===== src/rtl/pulse_stretch_pkg.sv =====
// Shared types and default sizes for the multi-channel pulse stretcher.
package pulse_stretch_pkg;

  localparam int DEF_WIDTH = 48;
  localparam int DEF_CNT_W = 8;

  typedef enum logic [1:0] {
    ST_IDLE   = 2'd0,
    ST_ACTIVE = 2'd1,
    ST_DEAD   = 2'd2
  } state_e;

endpackage


===== src/rtl/pulse_stretch_chan.sv =====
// One channel of the pulse stretcher: edge detect, IDLE/ACTIVE/DEAD sequencing
// with a shared width/dead-time counter, and a sticky lost-edge flag.
module pulse_stretch_chan
  import pulse_stretch_pkg::*;
#(
  parameter int CNT_W = DEF_CNT_W
) (
  input  logic             clk,
  input  logic             rst_n,
  input  logic             sig_in_i,
  input  logic             chan_en_i,
  input  logic [CNT_W-1:0] stretch_len_i,
  input  logic [CNT_W-1:0] dead_len_i,
  input  logic             retrig_en_i,
  input  logic             clr_lost_i,
  output logic             sig_out_o,
  output logic             busy_o,
  output logic             lost_edge_o
);

  localparam logic [CNT_W-1:0] CNT_ZERO = '0;
  localparam logic [CNT_W-1:0] CNT_ONE  = CNT_W'(1);

  state_e           state_q, state_d;
  logic [CNT_W-1:0] cnt_q, cnt_d;
  logic             sig_d_q;
  logic             arm_q, arm_d;
  logic             sig_out_q, busy_q;
  logic             lost_q, lost_d;
  logic             lost_set;
  logic             edge_det;
  logic             trig;

  function automatic logic [CNT_W-1:0] load_len(input logic [CNT_W-1:0] len);
    return (len == CNT_ZERO) ? CNT_ONE : len;
  endfunction

  // arm_q stays low until sig_in has been seen low after reset, so a level
  // held high across reset release is not mistaken for a rising edge.
  assign arm_d    = arm_q | ~sig_in_i;
  assign edge_det = sig_in_i & ~sig_d_q & arm_q;
  assign trig     = edge_det & chan_en_i;

  always_comb begin
    state_d  = state_q;
    cnt_d    = cnt_q;
    lost_set = 1'b0;
    case (state_q)
      ST_IDLE: begin
        if (trig) begin
          state_d = ST_ACTIVE;
          cnt_d   = load_len(stretch_len_i);
        end
      end
      ST_ACTIVE: begin
        if (trig && retrig_en_i) begin
          cnt_d = load_len(stretch_len_i);
        end else begin
          lost_set = trig;
          if (cnt_q <= CNT_ONE) begin
            if (dead_len_i == CNT_ZERO) begin
              state_d = ST_IDLE;
              cnt_d   = CNT_ZERO;
            end else begin
              state_d = ST_DEAD;
              cnt_d   = dead_len_i;
            end
          end else begin
            cnt_d = cnt_q - CNT_ONE;
          end
        end
      end
      ST_DEAD: begin
        // Edges here, including the expiry cycle, are discarded and counted as lost.
        lost_set = trig;
        if (cnt_q <= CNT_ONE) begin
          state_d = ST_IDLE;
          cnt_d   = CNT_ZERO;
        end else begin
          cnt_d = cnt_q - CNT_ONE;
        end
      end
      default: begin
        state_d = ST_IDLE;
        cnt_d   = CNT_ZERO;
      end
    endcase
  end

  always_comb begin
    lost_d = lost_q;
    if (lost_set) begin
      lost_d = 1'b1;
    end else if (clr_lost_i) begin
      lost_d = 1'b0;
    end
  end

  always_ff @(posedge clk or negedge rst_n) begin
    if (!rst_n) begin
      state_q   <= ST_IDLE;
      cnt_q     <= CNT_ZERO;
      sig_d_q   <= 1'b0;
      arm_q     <= 1'b0;
      sig_out_q <= 1'b0;
      busy_q    <= 1'b0;
      lost_q    <= 1'b0;
    end else begin
      state_q   <= state_d;
      cnt_q     <= cnt_d;
      sig_d_q   <= sig_in_i;
      arm_q     <= arm_d;
      sig_out_q <= (state_d == ST_ACTIVE);
      busy_q    <= (state_d != ST_IDLE);
      lost_q    <= lost_d;
    end
  end

  assign sig_out_o   = sig_out_q;
  assign busy_o      = busy_q;
  assign lost_edge_o = lost_q;

endmodule


===== src/rtl/pulse_stretch_multi.sv =====
// WIDTH independent pulse stretchers sharing length, dead-time and mode controls.
module pulse_stretch_multi
  import pulse_stretch_pkg::*;
#(
  parameter int WIDTH = DEF_WIDTH,
  parameter int CNT_W = DEF_CNT_W
) (
  input  logic             clk,
  input  logic             rst_n,
  input  logic [WIDTH-1:0] sig_in,
  input  logic [WIDTH-1:0] chan_en,
  input  logic [CNT_W-1:0] stretch_len,
  input  logic [CNT_W-1:0] dead_len,
  input  logic             retrig_en,
  input  logic             clr_lost,
  output logic [WIDTH-1:0] sig_out,
  output logic [WIDTH-1:0] busy,
  output logic [WIDTH-1:0] lost_edge
);

  genvar gi;
  generate
    for (gi = 0; gi < WIDTH; gi++) begin : g_chan
      pulse_stretch_chan #(
        .CNT_W(CNT_W)
      ) u_chan (
        .clk          (clk),
        .rst_n        (rst_n),
        .sig_in_i     (sig_in[gi]),
        .chan_en_i    (chan_en[gi]),
        .stretch_len_i(stretch_len),
        .dead_len_i   (dead_len),
        .retrig_en_i  (retrig_en),
        .clr_lost_i   (clr_lost),
        .sig_out_o    (sig_out[gi]),
        .busy_o       (busy[gi]),
        .lost_edge_o  (lost_edge[gi])
      );
    end
  endgenerate

endmodule


===== config.mk =====
export PLATFORM = sky130hd
export DESIGN_NAME = pulse_stretch_multi
export DESIGN_NICKNAME = d
export VERILOG_FILES = /design/src/rtl/pulse_stretch_pkg.sv /design/src/rtl/pulse_stretch_chan.sv /design/src/rtl/pulse_stretch_multi.sv
export SDC_FILE = /design/constraint.sdc
export NUM_CORES = 2
export LEC_CHECK = 0
export CAP_MARGIN = 5
export CORE_MARGIN = 2
export CORE_UTILIZATION = 35
export DETAILED_ROUTE_END_ITERATION = 8
export PLACE_DENSITY = 0.55
export SETUP_SLACK_MARGIN = 0.15
export SLEW_MARGIN = 20
export SYNTH_ARGS = -nofsm -noshare
export SYNTH_HDL_FRONTEND = slang
export SYNTH_SLANG_ARGS = --single-unit

===== constraint.sdc =====
create_clock -name clk -period 3.3 [get_ports clk]
set_input_delay 0.66 -clock clk [delete_from_list [all_inputs] [get_ports clk]]
set_output_delay 0.66 -clock clk [all_outputs]
set_load 0.005 [all_outputs]

**Word-level counts from Yosys, hierarchy flattened**

Cells that the tools add are included.

- Eq/ne operators: 192
- $add $sub $neg: 48
- Bitwise logic cells: 288
- Reduce and logical (&&, ||, !) cells: 194
- $lt $le $gt $ge: 48
- Multiplexer cells: 628

Operator list:

| kind | number |
|---|---|
| 8-bit two-way mux | 194 |
| 8-bit case mux with 3 select lines | 48 |
| 2-bit two-way mux | 193 |
| 8-bit by 1-bit less-or-equal comparator with 1-bit output, second input constant | 48 |
| 8-bit by 1-bit subtractor with 8-bit output, second input constant | 48 |
| 2-bit case mux with 3 select lines | 48 |
| 2-bit by 1-bit equality test with 1-bit output, second input constant | 96 |
| 2-bit nonzero test | 96 |
| 1-bit AND | 144 |
| 1-bit two-way mux | 97 |
| 2-bit equality test, second input constant | 48 |
| 2-bit logical NOT | 48 |
| 2-bit by 1-bit inequality test with 1-bit output, second input constant | 48 |
| 1-bit NOT | 96 |
| 1-bit case mux with 2 select lines | 48 |
| 1-bit logical AND | 48 |
| 1-bit bitwise OR | 48 |
| 8-bit logical NOT | 2 |

- Word-level logic and storage cells: 1734
- Output and inout bits: 144
- Bits of input ports: 116
- Register bits after elaboration: 720

**Longest topological paths before layout**

- Word-level depth: 8
- Gate-level depth with buffers: 9
- Depth with buffers taken out: 7

**Cells and area by module**

A second synthesis with hierarchy kept.

- Cell total of the unflattened synthesis: 6418
- Area, all modules: 55954.9 µm²

By module, submodules not included:

| module | cells each | seq. area each (µm²) | instances | area each (µm²) |
|---|---|---|---|---|
| pulse_stretch_chan at g_chan[0].u_chan ... | 135 | 375.4 | 34 | 1166.1 |
| pulse_stretch_chan at g_chan[41].u_chan ... | 131 | 375.4 | 13 | 1169.9 |
| pulse_stretch_chan at g_chan[40].u_chan | 125 | 375.4 | 1 | 1098.6 |

**Least setup slack after synthesis**

No wires, ideal clock.

- Path kind: input -> register
- Start: input port retrig_en
- End: register g_chan[9].u_chan.cnt_q[7]
- Path buffers: 4
- Required time: 3.170 ns
- Cell stages on the path: 8
- Library setup time: 0.130 ns
- Arrival time: 2.278 ns
- Path slack: 0.892 ns
- Cells stage by stage: clkbuf_1 clkbuf_1 clkbuf_1 buf_1 nand3_1 a21oi_1 a2bb2oi_1 o22ai_1

- Longest elaborated chain between the ends: 3

Ends and longest elaborated chain:

| what | line | RTL |
|---|---|---|
| start, declared | pulse_stretch_multi.sv:14 | `input logic retrig_en,` |
| 1-bit logical AND | pulse_stretch_chan.sv:56 | `if (trig && retrig_en_i) begin` |
| 8-bit two-way mux | pulse_stretch_chan.sv:56 |  |
| 8-bit case mux with 3 select lines | pulse_stretch_chan.sv:48 | `case (state_q)` |
| end signal, assigned | pulse_stretch_chan.sv:110 | `cnt_q <= cnt_d;` |
| end, declared | pulse_stretch_chan.sv:25 | `logic [CNT_W-1:0] cnt_q, cnt_d;` |

No other way between the ends.
A chain may end at the register's enable or synchronous reset.

**Final worst setup path**

- Start: register g_chan[33].u_chan.cnt_q[3]
- End: register g_chan[33].u_chan.cnt_q[2]

- Longest elaborated chain between the ends: 4
- Elaborated cells on any way between the ends: 5
- Classes of those cells: 1 x order compare; 4 x mux

Ends and longest elaborated chain:

| what | line | RTL |
|---|---|---|
| start, declared | pulse_stretch_chan.sv:25 |  |
| start signal, assigned | pulse_stretch_chan.sv:110 |  |
| 8-bit by 1-bit less-or-equal comparator with 1-bit output * | pulse_stretch_chan.sv:60, pulse_stretch_chan.sv:76 |  |
| 8-bit two-way mux | pulse_stretch_chan.sv:60 | `if (cnt_q <= CNT_ONE) begin` |
| 8-bit two-way mux | pulse_stretch_chan.sv:56 |  |
| 8-bit case mux with 3 select lines * | pulse_stretch_chan.sv:48 |  |

Every way passes the cells marked *; elsewhere a longest branch is shown, timed or not.

==> impl_results.md <==
* Syn Inst Count at 5957
* WHS Path Cells at 1
* # Max-Cap Violations at 0
* Clk sink count at 720
* Core Box Area at 146000 um2
* Main synth FF type: dfrtp_1
* Vias at 48.6k
* Seq pwr share at 0.290
* Pin count of the biggest net entering global routing at 75
* Crit end category: flip-flop
* Site row count at 140
* Num CTS Buffers at 92
* Yosys warns at 0
* H-tree levels at 3
* Min-Delay Path Class: input port to flip-flop
* Period utilization at 0.799
* Setup TNS at 0 ns
* GR Util All Layers at 0.232
* Worst slew margin at 0.425
* Synthesis-stage register bit count at 720
* Layout cells sized above 1 at 0.0850
* CP peak stage delay at 0.59 ns
* Cell Area, Placed at 56100 um2
* Die Span X at 388 um
* Int Pwr at 30.8 mW
* Final setup margin at 0.663 ns
* Syn_area_per_cell at 8.67 um2
* Power after layout at 54.7 mW
* Root Driver: clkbuf_16
* Post-Syn Nets at 6361
* Beginning of the worst register-to-register path: g_chan[33].u_chan.cnt_q[3]
* Maximum VDD drop at 0.000501 V
* RSZ-0062 raised after global routing: no
* Drt total wl at 180 mm
* Die height at 388 um
* Final RePlAce weighted congestion at 0.878
* PortBufs at 259
* Post-cts hold buffer count at 1
* Slew @ Worst Pin at 0.863 ns
* Sw frac at 0.437
* Die Area at 151000 um2
* P per Cell Area at 921 nW/um2
* DRC Markers at 0
* Clk Latency, worst-skew pair at 0.72 ns
* Design area at 59400 um2
* Fin. Hold Viols at 0
* First-pass GRT wire length at 278 mm
* R2R depth at 6
* Routed len/inst at 22.3 um
* CTS tree: yes
* Crit Path Category: flip-flop to flip-flop
* Vias in the first global route at 47.0k
* Initial antenna violation count at 9
* Comb pwr share at 0.509
* Startpoint types: flip-flop
* Ys async rst share at 1.00
* CP max stage cell: or4_1
* Detail Route Antenna Nets at 0
* Pre-CTS WS at 0.379 ns
* Fmax at 379 MHz
* Final net count at 6464
* Setup violators final at 0
* Psw at 23.9 mW
* I/O Pins at 260
* Clock share of power at 0.201
* Synth cell types at 90
* LEAKAGE at 24.8 nW
* Clock Tree Buf Depth at 3
* GRT overflow at 0
* Reg2Reg Setup Slack at 0.66 ns
* Number of synthesized flops with an enable pin at 0
* Post-DP HPWL at 119 mm
* Final clock skew at 0.0284 ns
* Dominant cell type by area after synthesis: dfrtp_1
* Worst hold start: sig_in[12]
* Vias per cell at 6.04
* Post-cts resize count at 0
* P&R area growth vs syn at 14.9%
* Detailed router's first-iteration violation count at 4863
* Arr. time, crit path at 3.23 ns
* Worst-path fanout max at 7
* Synth area leaders: dfrtp_1, ha_1, o21ai_0
* Sequential area share after synthesis at 0.349
* Worst flop-to-flop path endpoint: g_chan[33].u_chan.cnt_q[2]
* Final Max Slew Viols at 0
* Worst EP required at 3.89 ns
* First drt pass iteration count at 7
* Top-area cell type share of the netlist area at 0.349
* Post-route minimum period at 2.64 ns
* Initial core utilization at 0.354
* Worst hold endpoint: g_chan[12].u_chan.sig_d_q
* Mapped cell area at 51700 um2
* Status: complete, no violations
* Setup Buffers After CTS at 0
* Worst-path cell chain: or4_1 > nor4_2 > buf_4 > mux2_2 > a222oi_1 > o21ai_0
* Clock Pin Slew Worst Setup and Hold Paths at 0.06 ns
[area by class of cell]
class	count	area [um2]
fill	14577	86700
multi-input combinational	4455	30200
sequential	720	18000
timing repair buffer	419	4100
clock buffer	130	2720
tap	1917	2400
inverter	372	1410
clock inverter	36	547
antenna	2	5.00
[flip-flops by register name, summed over array words and instances, names as in the netlist]
signal,cells
g_chan.u_chan.sig_d_q,48
g_chan.u_chan.busy_o,48
g_chan.u_chan.state_q,96
g_chan.u_chan.cnt_q,384
g_chan.u_chan.arm_q,48
g_chan.u_chan.lost_edge_o,48
g_chan.u_chan.sig_out_o,48
[cells in the mapped netlist, types with 37 or more instances]
cell type / instances
nor3_1: 174
nor3b_1: 47
mux2_2: 65
and2_1: 47
nand3_1: 134
inv_1: 367
a32oi_1: 50
xnor2_1: 70
o31ai_1: 44
or4_1: 43
a31oi_1: 76
o221ai_1: 55
and4b_1: 48
nand2_1: 478
or3_1: 49
nor2_1: 460
a22o_1: 101
o21ai_0: 429
dfrtp_1: 720
nand4b_1: 48
ha_1: 288
a32o_1: 42
mux2i_1: 114
nor4_1: 82
a21oi_1: 368
a222oi_1: 84
clkbuf_1: 212
nand2b_1: 118
buf_4: 145
a22oi_1: 37
o32ai_1: 43
xor2_1: 86
a221oi_1: 61
o22ai_1: 69
[per-layer routing]
layer  up-vias  part of all wire  global-route usage
met5         -           0.00035                   0
met2      2049              0.44               0.362
met1     23818              0.44               0.320
li1      22352                 -                   -
met3       401             0.078              0.0404
met4        10             0.036              0.0872
[cell usage in the layout, fill, tap and decap left out, types with 48 or more instances in the layout]
| cell type | instances |
|---|---|
| a21oi_1 | 368 |
| clkbuf_16 | 96 |
| clkdlybuf4s50_1 | 243 |
| dfrtp_1 | 720 |
| buf_4 | 143 |
| a221oi_1 | 61 |
| nor3_1 | 174 |
| mux2_2 | 65 |
| mux2i_1 | 114 |
| o22ai_1 | 69 |
| xnor2_1 | 70 |
| and4b_1 | 48 |
| a31oi_1 | 76 |
| nand4b_1 | 48 |
| o221ai_1 | 55 |
| nor4_1 | 79 |
| nand3_1 | 134 |
| nand2_1 | 477 |
| a32oi_1 | 50 |
| a22o_1 | 101 |
| ha_1 | 288 |
| nand2b_1 | 118 |
| or3_1 | 49 |
| nor2_1 | 460 |
| inv_1 | 363 |
| xor2_1 | 86 |
| a222oi_1 | 84 |
| o21ai_0 | 429 |
[kinds of logic (layout without fill, tap and decap cells)]
group | after synthesis | in the layout | synth area share
other | 0 | 2 | 0
AND/OR/NAND/NOR | 1919 | 1919 | 0.192
AO/OA/AOI/OAI | 1905 | 1905 | 0.256
XOR/XNOR | 156 | 156 | 0.0264
multiplexers | 187 | 187 | 0.0384
flip-flops | 720 | 720 | 0.349
adder cells (fa/ha/maj) | 288 | 288 | 0.0697
buffers and inverters | 782 | 957 | 0.0682
[critical path, delay by kind of cell, from the launching register on]
family	cells	cell delay [ns]
DFF	1	0.44
muxes	1	0.34
AOI/OAI and AO/OA	2	0.33
buffers and inverters	1	0.27
and+or+nand+nor	2	1.14
[power by group through the flow]
stage | clock network (mW) | logic (mW) | registers (mW)
final | 11.0 | 27.8 | 15.8
after global routing | 11.7 | 31.1 | 16.3
after CTS | 11.3 | 27.5 | 15.7
after detailed placement | 0 | 27.4 | 15.8
after global placement | 0 | 27.0 | 15.8
after floorplan | 0 | 21.3 | 14.6
[worst max path at each step]
stage,from,endpoint,cells after the start
after floorplan,retrig_en,g_chan[9].u_chan.cnt_q[7],8
after global placement,dead_len[1],g_chan[4].u_chan.busy_o,7
after detailed placement,dead_len[1],g_chan[4].u_chan.busy_o,7
after CTS,g_chan[33].u_chan.cnt_q[3],g_chan[33].u_chan.cnt_q[2],6
after global routing,g_chan[33].u_chan.cnt_q[3],g_chan[33].u_chan.cnt_q[2],6
final,g_chan[33].u_chan.cnt_q[3],g_chan[33].u_chan.cnt_q[2],6
[through the flow]
stage | std cells | util | hold WS [ns]
global route | 8050 | 0.406 | 0.445
global placement | 7882 | 0.384 | 0.464
CTS | 8049 | 0.406 | 0.390
detailed placement | 7882 | 0.384 | 0.471
floorplan | 5957 | - | 0.364
finish | 8051 | 0.406 | 0.450
Note: power is estimated with default switching activity, not from simulation.
